--- src/rtl/uart_rx_if.sv ---
// UART receiver bus: serial input plus the received-byte outputs.
interface uart_rx_if;
  logic       rx;
  logic [7:0] data;
  logic       data_valid;
  logic       frame_err;
  logic       busy;

  modport master (
    output rx,
    input  data, data_valid, frame_err, busy
  );

  modport slave (
    input  rx,
    output data, data_valid, frame_err, busy
  );
endinterface

--- src/rtl/uart_rx.sv ---
// Oversampling UART receiver, 8N1, LSB first, with break-safe error recovery.
//
// state     | meaning
// ----------+------------------------------------------------------------
// IDLE      | line idle, waiting for a falling edge on rx_s
// START     | timing to mid start bit to reject short low glitches
// DATA      | sampling eight data bits at bit centres
// STOP      | sampling the stop bit; reports byte or framing error
// WAIT_HIGH | stop bit was low; wait for line high before re-arming
module uart_rx #(
  parameter int OVERSAMPLE = 16
) (
  input  logic      clk,
  input  logic      rst,
  uart_rx_if.slave  bus
);

  localparam logic [2:0] S_IDLE      = 3'd0;
  localparam logic [2:0] S_START     = 3'd1;
  localparam logic [2:0] S_DATA      = 3'd2;
  localparam logic [2:0] S_STOP      = 3'd3;
  localparam logic [2:0] S_WAIT_HIGH = 3'd4;

  localparam logic [7:0] HALF_TC = 8'(OVERSAMPLE / 2 - 1);
  localparam logic [7:0] FULL_TC = 8'(OVERSAMPLE - 1);

  logic       rx_meta_q, rx_meta_d;
  logic       rx_s_q, rx_s_d;
  logic [2:0] state_q, state_d;
  logic [7:0] tick_q, tick_d;
  logic [2:0] bit_idx_q, bit_idx_d;
  logic [7:0] shift_q, shift_d;
  logic [7:0] data_q, data_d;
  logic       data_valid_q, data_valid_d;
  logic       frame_err_q, frame_err_d;

  // Two-stage synchronizer for the asynchronous serial line.
  always_comb begin
    rx_meta_d = bus.rx;
    rx_s_d    = rx_meta_q;
  end

  // Receive FSM: tick counter times bit centres, shift register collects bits.
  always_comb begin
    state_d      = state_q;
    tick_d       = tick_q;
    bit_idx_d    = bit_idx_q;
    shift_d      = shift_q;
    data_d       = data_q;
    data_valid_d = 1'b0;
    frame_err_d  = 1'b0;
    case (state_q)
      S_IDLE: begin
        if (!rx_s_q) begin
          state_d = S_START;
          tick_d  = 8'd0;
        end
      end
      S_START: begin
        if (tick_q == HALF_TC) begin
          if (rx_s_q) begin
            state_d = S_IDLE;
          end else begin
            state_d   = S_DATA;
            tick_d    = 8'd0;
            bit_idx_d = 3'd0;
          end
        end else begin
          tick_d = tick_q + 8'd1;
        end
      end
      S_DATA: begin
        if (tick_q == FULL_TC) begin
          shift_d[bit_idx_q] = rx_s_q;
          tick_d             = 8'd0;
          // Index parks at 7 instead of wrapping; START->DATA clears it.
          if (bit_idx_q == 3'd7) begin
            state_d = S_STOP;
          end else begin
            bit_idx_d = bit_idx_q + 3'd1;
          end
        end else begin
          tick_d = tick_q + 8'd1;
        end
      end
      S_STOP: begin
        if (tick_q == FULL_TC) begin
          tick_d = 8'd0;
          // Returning to IDLE at mid stop bit leaves half a bit of slack
          // to catch a start bit that follows immediately.
          if (rx_s_q) begin
            data_d       = shift_q;
            data_valid_d = 1'b1;
            state_d      = S_IDLE;
          end else begin
            frame_err_d = 1'b1;
            state_d     = S_WAIT_HIGH;
          end
        end else begin
          tick_d = tick_q + 8'd1;
        end
      end
      S_WAIT_HIGH: begin
        if (rx_s_q) begin
          state_d = S_IDLE;
        end
      end
      default: state_d = S_IDLE;
    endcase
  end

  // State registers with asynchronous reset; synchronizer resets to idle-high.
  always_ff @(posedge clk or posedge rst) begin
    if (rst) begin
      rx_meta_q    <= 1'b1;
      rx_s_q       <= 1'b1;
      state_q      <= S_IDLE;
      tick_q       <= 8'd0;
      bit_idx_q    <= 3'd0;
      shift_q      <= 8'd0;
      data_q       <= 8'd0;
      data_valid_q <= 1'b0;
      frame_err_q  <= 1'b0;
    end else begin
      rx_meta_q    <= rx_meta_d;
      rx_s_q       <= rx_s_d;
      state_q      <= state_d;
      tick_q       <= tick_d;
      bit_idx_q    <= bit_idx_d;
      shift_q      <= shift_d;
      data_q       <= data_d;
      data_valid_q <= data_valid_d;
      frame_err_q  <= frame_err_d;
    end
  end

  assign bus.data       = data_q;
  assign bus.data_valid = data_valid_q;
  assign bus.frame_err  = frame_err_q;
  assign bus.busy       = (state_q != S_IDLE);

endmodule
--- src/flat_wrapper.sv ---
// flat-port wrapper written by rule: the top's interface ports become plain ports
module uart_rx_flat 
#(
  parameter int OVERSAMPLE = 16
)
  (clk, rst, bus_rx, bus_data, bus_data_valid, bus_frame_err, bus_busy);
  uart_rx_if bus_i ();
  input  logic clk;
  input  logic rst;
  input wire logic [$bits(bus_i.rx)-1:0] bus_rx;
  output wire logic [$bits(bus_i.data)-1:0] bus_data;
  output wire logic [$bits(bus_i.data_valid)-1:0] bus_data_valid;
  output wire logic [$bits(bus_i.frame_err)-1:0] bus_frame_err;
  output wire logic [$bits(bus_i.busy)-1:0] bus_busy;
  assign bus_i.rx = bus_rx;
  assign bus_data = bus_i.data;
  assign bus_data_valid = bus_i.data_valid;
  assign bus_frame_err = bus_i.frame_err;
  assign bus_busy = bus_i.busy;
  uart_rx #(.OVERSAMPLE(OVERSAMPLE)) u_core (.clk(clk), .rst(rst), .bus(bus_i));
endmodule
--- config.mk ---
export PLATFORM = sky130hd
export DESIGN_NAME = uart_rx_flat
export DESIGN_NICKNAME = d
export VERILOG_FILES = /design/src/rtl/uart_rx_if.sv /design/src/rtl/uart_rx.sv /design/src/flat_wrapper.sv
export SDC_FILE = /design/constraint.sdc
export NUM_CORES = 1
export LEC_CHECK = 0
export ABC_CLOCK_PERIOD_IN_PS = 5190
export CORE_MARGIN = 1
export CORE_UTILIZATION = 34
export DETAILED_ROUTE_END_ITERATION = 8
export PLACE_DENSITY_LB_ADDON = 0.08
export SLEW_MARGIN = 20
export SYNTH_ARGS = -nofsm -noshare
export SYNTH_HDL_FRONTEND = slang
export SYNTH_SLANG_ARGS = --single-unit
--- constraint.sdc ---
create_clock -name clk -period 5.19 [get_ports clk]
set_clock_uncertainty 0.15 [all_clocks]
set_input_delay 1.038 -clock clk [delete_from_list [all_inputs] [get_ports clk]]
set_output_delay 1.038 -clock clk [all_outputs]
set_load 0.005 [all_outputs]
Word level (Yosys, flattened, before mapping)
Cells that the tools add are included.
{"block": "word_totals", "output_inout_bits": 11, "reg_bits": 34, "word_cells": 65}
{"block": "op_classes", "add_sub_neg": 2, "n_eq_ne": 15, "reduce_logical": 10, "n_mux": 27, "magnitude_cmp": 2}
{"operator": "2-to-1 mux 3 bit", "n": 11}
{"operator": "2-to-1 mux 8 bit", "n": 3}
{"operator": "one-hot mux 8 bit (3 select lines)", "n": 1}
{"operator": "one-hot mux 3 bit (5 select lines)", "n": 1}
{"operator": "inequality test 2 x 1 -> 1 bit, second input constant", "n": 5}
{"operator": "adder 8 x 1 -> 8 bit, second input constant", "n": 1}
{"operator": "bitwise mux 8 bit", "n": 1}
{"operator": "== test 8 x 3 -> 1 bit, second input constant", "n": 1}
{"operator": "== test 8 x 4 -> 1 bit, second input constant", "n": 1}
{"operator": "2-to-1 mux 1 bit", "n": 7}
{"operator": "== test 3 x 2 -> 1 bit, second input constant", "n": 2}
{"operator": "== test 3 bit, second input constant", "n": 2}
{"operator": "inequality test 2 bit, second input constant", "n": 3}
{"operator": "one-hot mux 3 bit (2 select lines)", "n": 1}
{"operator": "AND reduction 6 bit", "n": 1}
{"operator": "nonzero test 3 bit", "n": 2}
{"operator": "AND reduction 5 bit", "n": 1}
{"operator": "less-than comparator 3 x 4 -> 1 bit, second input constant", "n": 1}
{"operator": "adder 3 x 1 -> 3 bit, second input constant", "n": 1}
{"operator": "demux 1 bit (select 3 bit)", "n": 1}
{"operator": "== test 3 x 1 -> 1 bit, second input constant", "n": 1}
{"operator": "greater-or-equal comparator 3 x 1 -> 1 bit, second input constant", "n": 1}
{"operator": "logical NOT 3 bit", "n": 1}
{"operator": "AND reduction 3 bit", "n": 1}
{"operator": "5 further kinds", "n": 5}

Depth between registers and ports, before layout
Gate-level depths: netlist (run 1).
{"block": "logic_depth", "word_depth": 5, "depth_mapped": 6, "depth_no_buf": 6}

Worst setup path after synthesis (run 1)
Ideal clock, no wire load.
{"block": "synth_path", "path_type": "register to output", "start": "register u_core.state_q[1]", "end": "output port bus_busy", "arrival_time_ns": 1.040, "n_path_buf": 2, "setup_slack_ns": 2.962, "required_ns": 4.002, "path_stages_with_launch": 4, "cell_sequence": "dfrtp_1 buf_2 buf_1 or3_1"}
{"block": "synth_via", "elab_chain_len": 1}
{"item": "from (decl)", "line_no": "uart_rx.sv:29", "source": "logic [2:0] state_q, state_d;"}
{"item": "from (signal assigned)", "line_no": "uart_rx.sv:127", "source": "state_q <= state_d;"}
{"item": "nonzero test 3 bit", "line_no": "uart_rx.sv:140", "source": "assign bus.busy = (state_q != S_IDLE);"}
{"item": "to (decl)", "line_no": "flat_wrapper.sv:14", "source": "output wire logic [$bits(bus_i.busy)-1:0] bus_busy;"}
No other way between the ends.

Final worst setup path (run 1)
Ends and elaborated chain as after synthesis.

==> flow_metrics.py, run 1 <==
metrics = {
    "status": {
        "status": "completed",
    },
    "clock_tree": {
        "cts_setup_buffers": 0,
        "cts_tree": "built",
        "numClockSinks": 34,
        "clockBufferDepth": 2,
        "cts_hold_buf": 0,
        "htree_levels": 2,
        "insertion_delay_ns": 0.29,
        "cts_resized": 0,
        "cts_inserted_buffers": 5,
        "cts_root_buf": "clkbuf_8",
        "clk_transition_reported_paths_ns": 0.07,
    },
    "grt": {
        "grt.total_usage": 0.146,
        "grt_max_degree": 35,
        "antenna_found_initial": 0,
        "grt_pass1_wl_microns": 5800,
        "grt_pass1_vias": 1197,
        "gr-total-overflow": 0,
    },
    "power_and_ir_drop": {
        "p_leak_nw": 0.923,
        "power_w": 0.000816,
        "ir_worst_vdd_v": 0.000270,
        "p_per_area_nw_per_um2": 408,
    },
    "run": {
        "cap_violations": 0,
    },
    "final_layout": {
        "fin_area_sq_um": 2000,
        "fill_cells": 469,
        "fin_nets": 168,
        "final_cells": 230,
        "syn_to_final_growth_pct": 16.0,
        "layout-drive-gt1-share": 0.129,
        "multi_input_area_sq_um": 822,
        "seqCellArea_sq_um": 853,
        "antenna_cells": 0,
    },
    "place": {
        "io_buffers": 13,
        "dpl.cell_count": 222,
        "place_area_sq_um": 1910,
        "dp_hpwl_microns": 2250,
        "gp_congestion": 0.769,
    },
    "logic_synthesis": {
        "synth_seq_cells": 34,
        "syn_area_per_cell_sq_um": 11.6,
        "synthTopCellsByCount": "dfrtp_1, mux2_1, nor2_1, nand2_1",
        "synth_area_leaders": "dfrtp_1, mux2_1, dfstp_2",
        "yosysUniqueCellTypes": 46,
        "yosys.area.top_type": "dfrtp_1",
        "synth_edf_count": 0,
        "synth_cells": 149,
        "async_flop_share": 1.00,
        "synth_top_area_frac": 0.465,
        "synth.most_common_cell": "dfrtp_1",
        "synth_warnings": 0,
        "synth-main-ff-cell": "dfrtp_1",
        "syn-num-nets": 155,
        "syn_area_sq_um": 1720,
        "synth-seq-area-share": 0.495,
    },
    "route": {
        "via_per_inst": 5.17,
        "wire_per_inst_microns": 14.3,
        "drt_pass1_iterations": 4,
        "post-route-drc-count": 0,
        "drt-total-wl_microns": 3280,
        "antenna_left": 0,
        "drt_iter0_markers": 54,
        "vias": 1188,
    },
    "hold_path": {
        "hold_path_class": "register to register",
        "holdPathEnd": "u_core.rx_s_q$_DFF_PP1_",
        "hp-start": "u_core.rx_meta_q$_DFF_PP1_",
        "hold_depth": 0,
    },
    "floorplanning": {
        "dieArea_sq_um": 5360,
        "die_w_microns": 73.2,
        "num_rows": 25,
        "initial_core_util": 0.360,
        "core_sq_um": 4790,
        "fp.dieH_microns": 73.2,
        "boundaryPins": 14,
    },
    "sta": {
        "setup_viol": 0,
        "fin_setup_tns_ns": 0,
        "finalHoldViolations": 0,
        "drv_slew": 0,
        "slew-limit-headroom": 0.590,
        "grt_setup_unrepaired": "no",
        "max_freq_ghz": 0.339,
        "worstMarginPinSlew_ns": 0.615,
        "post-route-min-period_ns": 2.95,
        "fin_crit_sh": 0.568,
    },
    "worst_setup_path": {
        "max_stage_delay_ns": 0.61,
        "cp.required_ns": 4.00,
        "r2r-end": "u_core.bus.data[6]$_DFFE_PP0P_",
        "rr_startpoint": "u_core.tick_q[0]$_DFFE_PP0P_",
        "worstPathMaxFanout": 19,
        "r2r_slack_ns": 2.82,
        "end_kind": "output pin",
        "worstPathArrival_ns": 1.76,
        "crit_slowest_cell": "dfrtp_1",
        "cp-start-kind": "register",
        "worstSetupPathType": "register to output pin",
        "rr_worst_depth": 5,
        "path_cells": "or3_1, clkdlybuf4s50_1",
    },
}
[placed cells by master (no fill, tap or decap), types with 4 or more instances in the layout]
cell type / n
clkbuf_8: 6
dfrtp_1: 32
mux2_1: 15
nor2_1: 10
nand2_1: 9
mux2_2: 4
and3_1: 6
clkdlybuf4s50_1: 13
o21ai_0: 6
a21oi_1: 5
[registers in the layout, indices dropped and copies added (netlist names)]
register	flops
u_core.bit_idx_q	3
u_core.bus.data	8
u_core.bus.data_valid	1
u_core.bus.frame_err	1
u_core.rx_meta_q	1
u_core.rx_s_q	1
u_core.shift_q	8
u_core.state_q	3
u_core.tick_q	8
[where the power goes]
group / leakage [nW] / switching, W / internal (W) / total, W
combinational: 0.418 / 0.000120 / 0.000115 / 0.000235
sequential: 0.457 / 0.0000767 / 0.000301 / 0.000377
clock: 0.0482 / 0.0000970 / 0.000107 / 0.000204
total: 0.923 / 0.000293 / 0.000523 / 0.000816
[worst max-delay path by stage]
| stage | start | cells past startpoint | slack (ns) | end |
|---|---|---|---|---|
| after floorplan | u_core.state_q[1]$_DFFE_PP0P_ | 3 | 2.96 | bus_busy |
| after global placement | u_core.state_q[1]$_DFFE_PP0P_ | 2 | 2.58 | bus_busy |
| after detailed placement | u_core.state_q[1]$_DFFE_PP0P_ | 2 | 2.58 | bus_busy |
| after CTS | u_core.state_q[1]$_DFFE_PP0P_ | 2 | 2.24 | bus_busy |
| after global routing | u_core.state_q[1]$_DFFE_PP0P_ | 2 | 2.18 | bus_busy |
| final | u_core.state_q[1]$_DFFE_PP0P_ | 2 | 2.24 | bus_busy |
[per-stage QoR]
stage               utilization  setup WS, ns  hold WS (ns)
floorplan                     -          2.96         0.195
global placement          0.399          2.58         0.197
detailed placement        0.399          2.58         0.199
CTS                       0.418          2.24         0.209
global route              0.418          2.18         0.216
finish                    0.418          2.24         0.207
[kinds of logic after synthesis]
family / count (synthesis) / synth area share
buf+inv: 11 / 0.0276
compound gates: 29 / 0.115
fa+ha+maj: 3 / 0.0218
mux: 21 / 0.136
xor+xnor: 2 / 0.0102
simple gates: 49 / 0.195
flops: 34 / 0.495
[layout make-up]
class,instances,area share
flip-flops and latches,34,0.427
multi-input cells,104,0.411
repair buffers,14,0.0688
clock buffers,7,0.0432
well taps,67,0.0419
inverters,3,0.00563
clock inverters,1,0.00250
[per-layer routing]
layer	routed length [microns]	vias to the layer above	global-route usage
li1	-	582	-
met1	1530	583	0.179
met2	1600	16	0.243
met3	76	7	0.0290
met4	70	0	0.0719
met5	0	-	0
[worst max-delay path, delay by kind of cell, from the launching register on]
family | cells | cell delay [ns]
flip-flops | 1 | 0.61
buffers and inverters | 1 | 0.45
AND/OR/NAND/NOR | 1 | 0.42
Note: power is estimated with default switching activity, not from simulation.
==> inputs of run 2 (changes only) <==
Settings changed: ABC_CLOCK_PERIOD_IN_PS 5190 to 2650.
Clock period 5.19 ns to 2.65 ns, I/O delays scaled along.
==> run 2 against run 1 <==
Worst hold slack barely moved. Global-route usage fell by 0.16 points. Clock power rose to 2.8 times the previous value.
==> flow_metrics.py, run 2 (synthesized netlist as in run 1, its figures left out) <==
metrics = {
    "status": {
        "status": "completed",
    },
    "worst_setup_path": {
        "worstPathArrival_ns": 1.72,
        "cp-startpoint": "u_core.state_q[2]$_DFFE_PP0P_",
        "end_kind": "output pin",
        "crit_slowest_cell": "dfrtp_1",
        "path_cells": "or3_1, clkdlybuf4s50_1",
        "cpLargestDelayFamily": "flip-flops",
        "r2r_slack_ns": 0.36,
        "worstSetupPathType": "register to output pin",
        "worstPathMaxFanout": 16,
        "max_stage_delay_ns": 0.56,
        "cp-start-kind": "register",
        "cp.required_ns": 1.97,
        "rr_startpoint": "u_core.tick_q[0]$_DFFE_PP0P_",
        "cp.buffers_inverters": 1,
    },
    "power_and_ir_drop": {
        "ir_worst_vdd_v": 0.000359,
        "internal_power_w": 0.00121,
        "comb_power_share": 0.279,
        "p_leak_nw": 0.957,
        "power_frac_clock": 0.320,
        "p_per_area_nw_per_um2": 869,
        "swShare": 0.327,
        "p_switching_w": 0.000588,
        "power_frac_seq": 0.400,
    },
    "sta": {
        "setup_viol": 0,
        "fin_setup_tns_ns": 0,
        "max_freq_ghz": 0.417,
        "grt_setup_unrepaired": "no",
        "fin_crit_sh": 0.905,
        "holdWs_ns": 0.207,
        "post-route-min-period_ns": 2.40,
        "drv_slew": 0,
        "slew-limit-headroom": 0.633,
        "worstMarginPinSlew_ns": 0.548,
        "finalHoldViolations": 0,
    },
    "clock_tree": {
        "cts_resized": 0,
        "cts_hold_buf": 0,
        "cts_inserted_buffers": 5,
        "cts_root_buf": "clkbuf_8",
        "clockBufferDepth": 2,
        "cts_tree": "built",
        "insertion_delay_ns": 0.28,
        "cts_setup_buffers": 0,
        "clk_transition_reported_paths_ns": 0.08,
        "htree_levels": 2,
        "numClockSinks": 34,
    },
    "hold_path": {
        "hold_path_class": "register to register",
        "hp-start": "u_core.rx_meta_q$_DFF_PP1_",
    },
    "route": {
        "via_per_inst": 5.05,
        "drt_iter0_markers": 38,
        "post-route-drc-count": 0,
        "dr.max_layer_used": "met4",
        "antenna_left": 0,
        "wire_per_inst_microns": 14.1,
        "drt-total-wl_microns": 3290,
        "vias": 1177,
        "drt_pass1_iterations": 4,
        "route.met2.wl_microns": 1590,
        "dr_wl_met3_microns": 124,
        "wl_met1_microns": 1520,
    },
    "final_layout": {
        "final_common_cell": "dfrtp_1",
        "syn_to_final_growth_pct": 20.0,
        "seqCellArea_sq_um": 853,
        "final_cell_mix": "dfrtp_1, mux2_1, clkdlybuf4s50_1",
        "final_cells": 233,
        "layout-drive-gt1-share": 0.151,
        "fill_cells": 469,
        "fin_nets": 171,
        "antenna_cells": 0,
        "multi_input_area_sq_um": 822,
    },
    "floorplanning": {
        "num_rows": 25,
        "die_w_microns": 73.2,
        "boundaryPins": 14,
        "initial_core_util": 0.360,
        "dieArea_sq_um": 5360,
        "core_sq_um": 4790,
        "fp.dieH_microns": 73.2,
    },
    "place": {
        "dp_hpwl_microns": 2280,
        "io_buffers": 13,
        "gp_congestion": 0.763,
        "dpl.cell_count": 225,
    },
    "grt": {
        "antenna_found_initial": 0,
        "grt_max_degree": 35,
        "gr-total-overflow": 0,
        "grt.total_usage": 0.144,
        "grt_pass1_wl_microns": 5780,
        "grt_pass1_vias": 1216,
    },
    "run": {
        "cap_violations": 0,
    },
}
[run 2: cell types whose count changed in the layout (fill, tap and decap cells not counted), sizes merged]
| cell | previous run | this run |
|---|---|---|
| buf | 1 | 4 |
| bufinv | 0 | 2 |
| clkbuf | 7 | 5 |
[run 2: power groups by stage]
stage | Sequential [W] | Clock, W | Combinational, W
detailed placement | 0.000733 | 0 | 0.000501
global route | 0.000741 | 0.000614 | 0.000558
floorplan | 0.000650 | 0 | 0.000445
CTS | 0.000722 | 0.000592 | 0.000506
finish | 0.000720 | 0.000576 | 0.000502
global placement | 0.000729 | 0 | 0.000505
[run 2: path summary, 6_finish.rpt]
path / cells after the start / end
worst max-delay path: 2 / bus_busy
worst min-delay path: 0 / u_core.rx_s_q$_DFF_PP1_
worst max register to register: 6 / u_core.shift_q[6]$_DFFE_PP0P_
worst min register to register: 0 / u_core.rx_s_q$_DFF_PP1_
max in group asynchronous: 3 / u_core.rx_meta_q$_DFF_PP1_
min in group asynchronous: 3 / u_core.bus.data[5]$_DFFE_PP0P_
[run 2: cell type report]
class,count,area share
clock inverters,3,0.0333
inverters,3,0.00544
well taps,67,0.0405
repair buffers,17,0.0774
flip-flops and latches,34,0.413
multi-input cells,104,0.397
clock buffers,5,0.0333
[run 2: stage by stage]
| stage | cell area, sq um | power [W] | worst slack, ns | utilization |
|---|---|---|---|---|
| 2_1_floorplan | 1720 | 0.00110 | 0.581 | - |
| 3_3_place_gp | 1930 | 0.00123 | 0.385 | 0.403 |
| 3_5_place_dp | 1930 | 0.00123 | 0.328 | 0.403 |
| 4_1_cts | 2070 | 0.00182 | 0.247 | 0.432 |
| 5_1_grt | 2070 | 0.00191 | 0.156 | 0.432 |
| 6_report | 2070 | 0.00180 | 0.251 | 0.432 |
[run 2: routing by layer]
layer  track usage  vias up
met5             0        -
met4        0.0588        0
met3        0.0387        5
met2         0.242       22
met1         0.174      568
li1              -      582
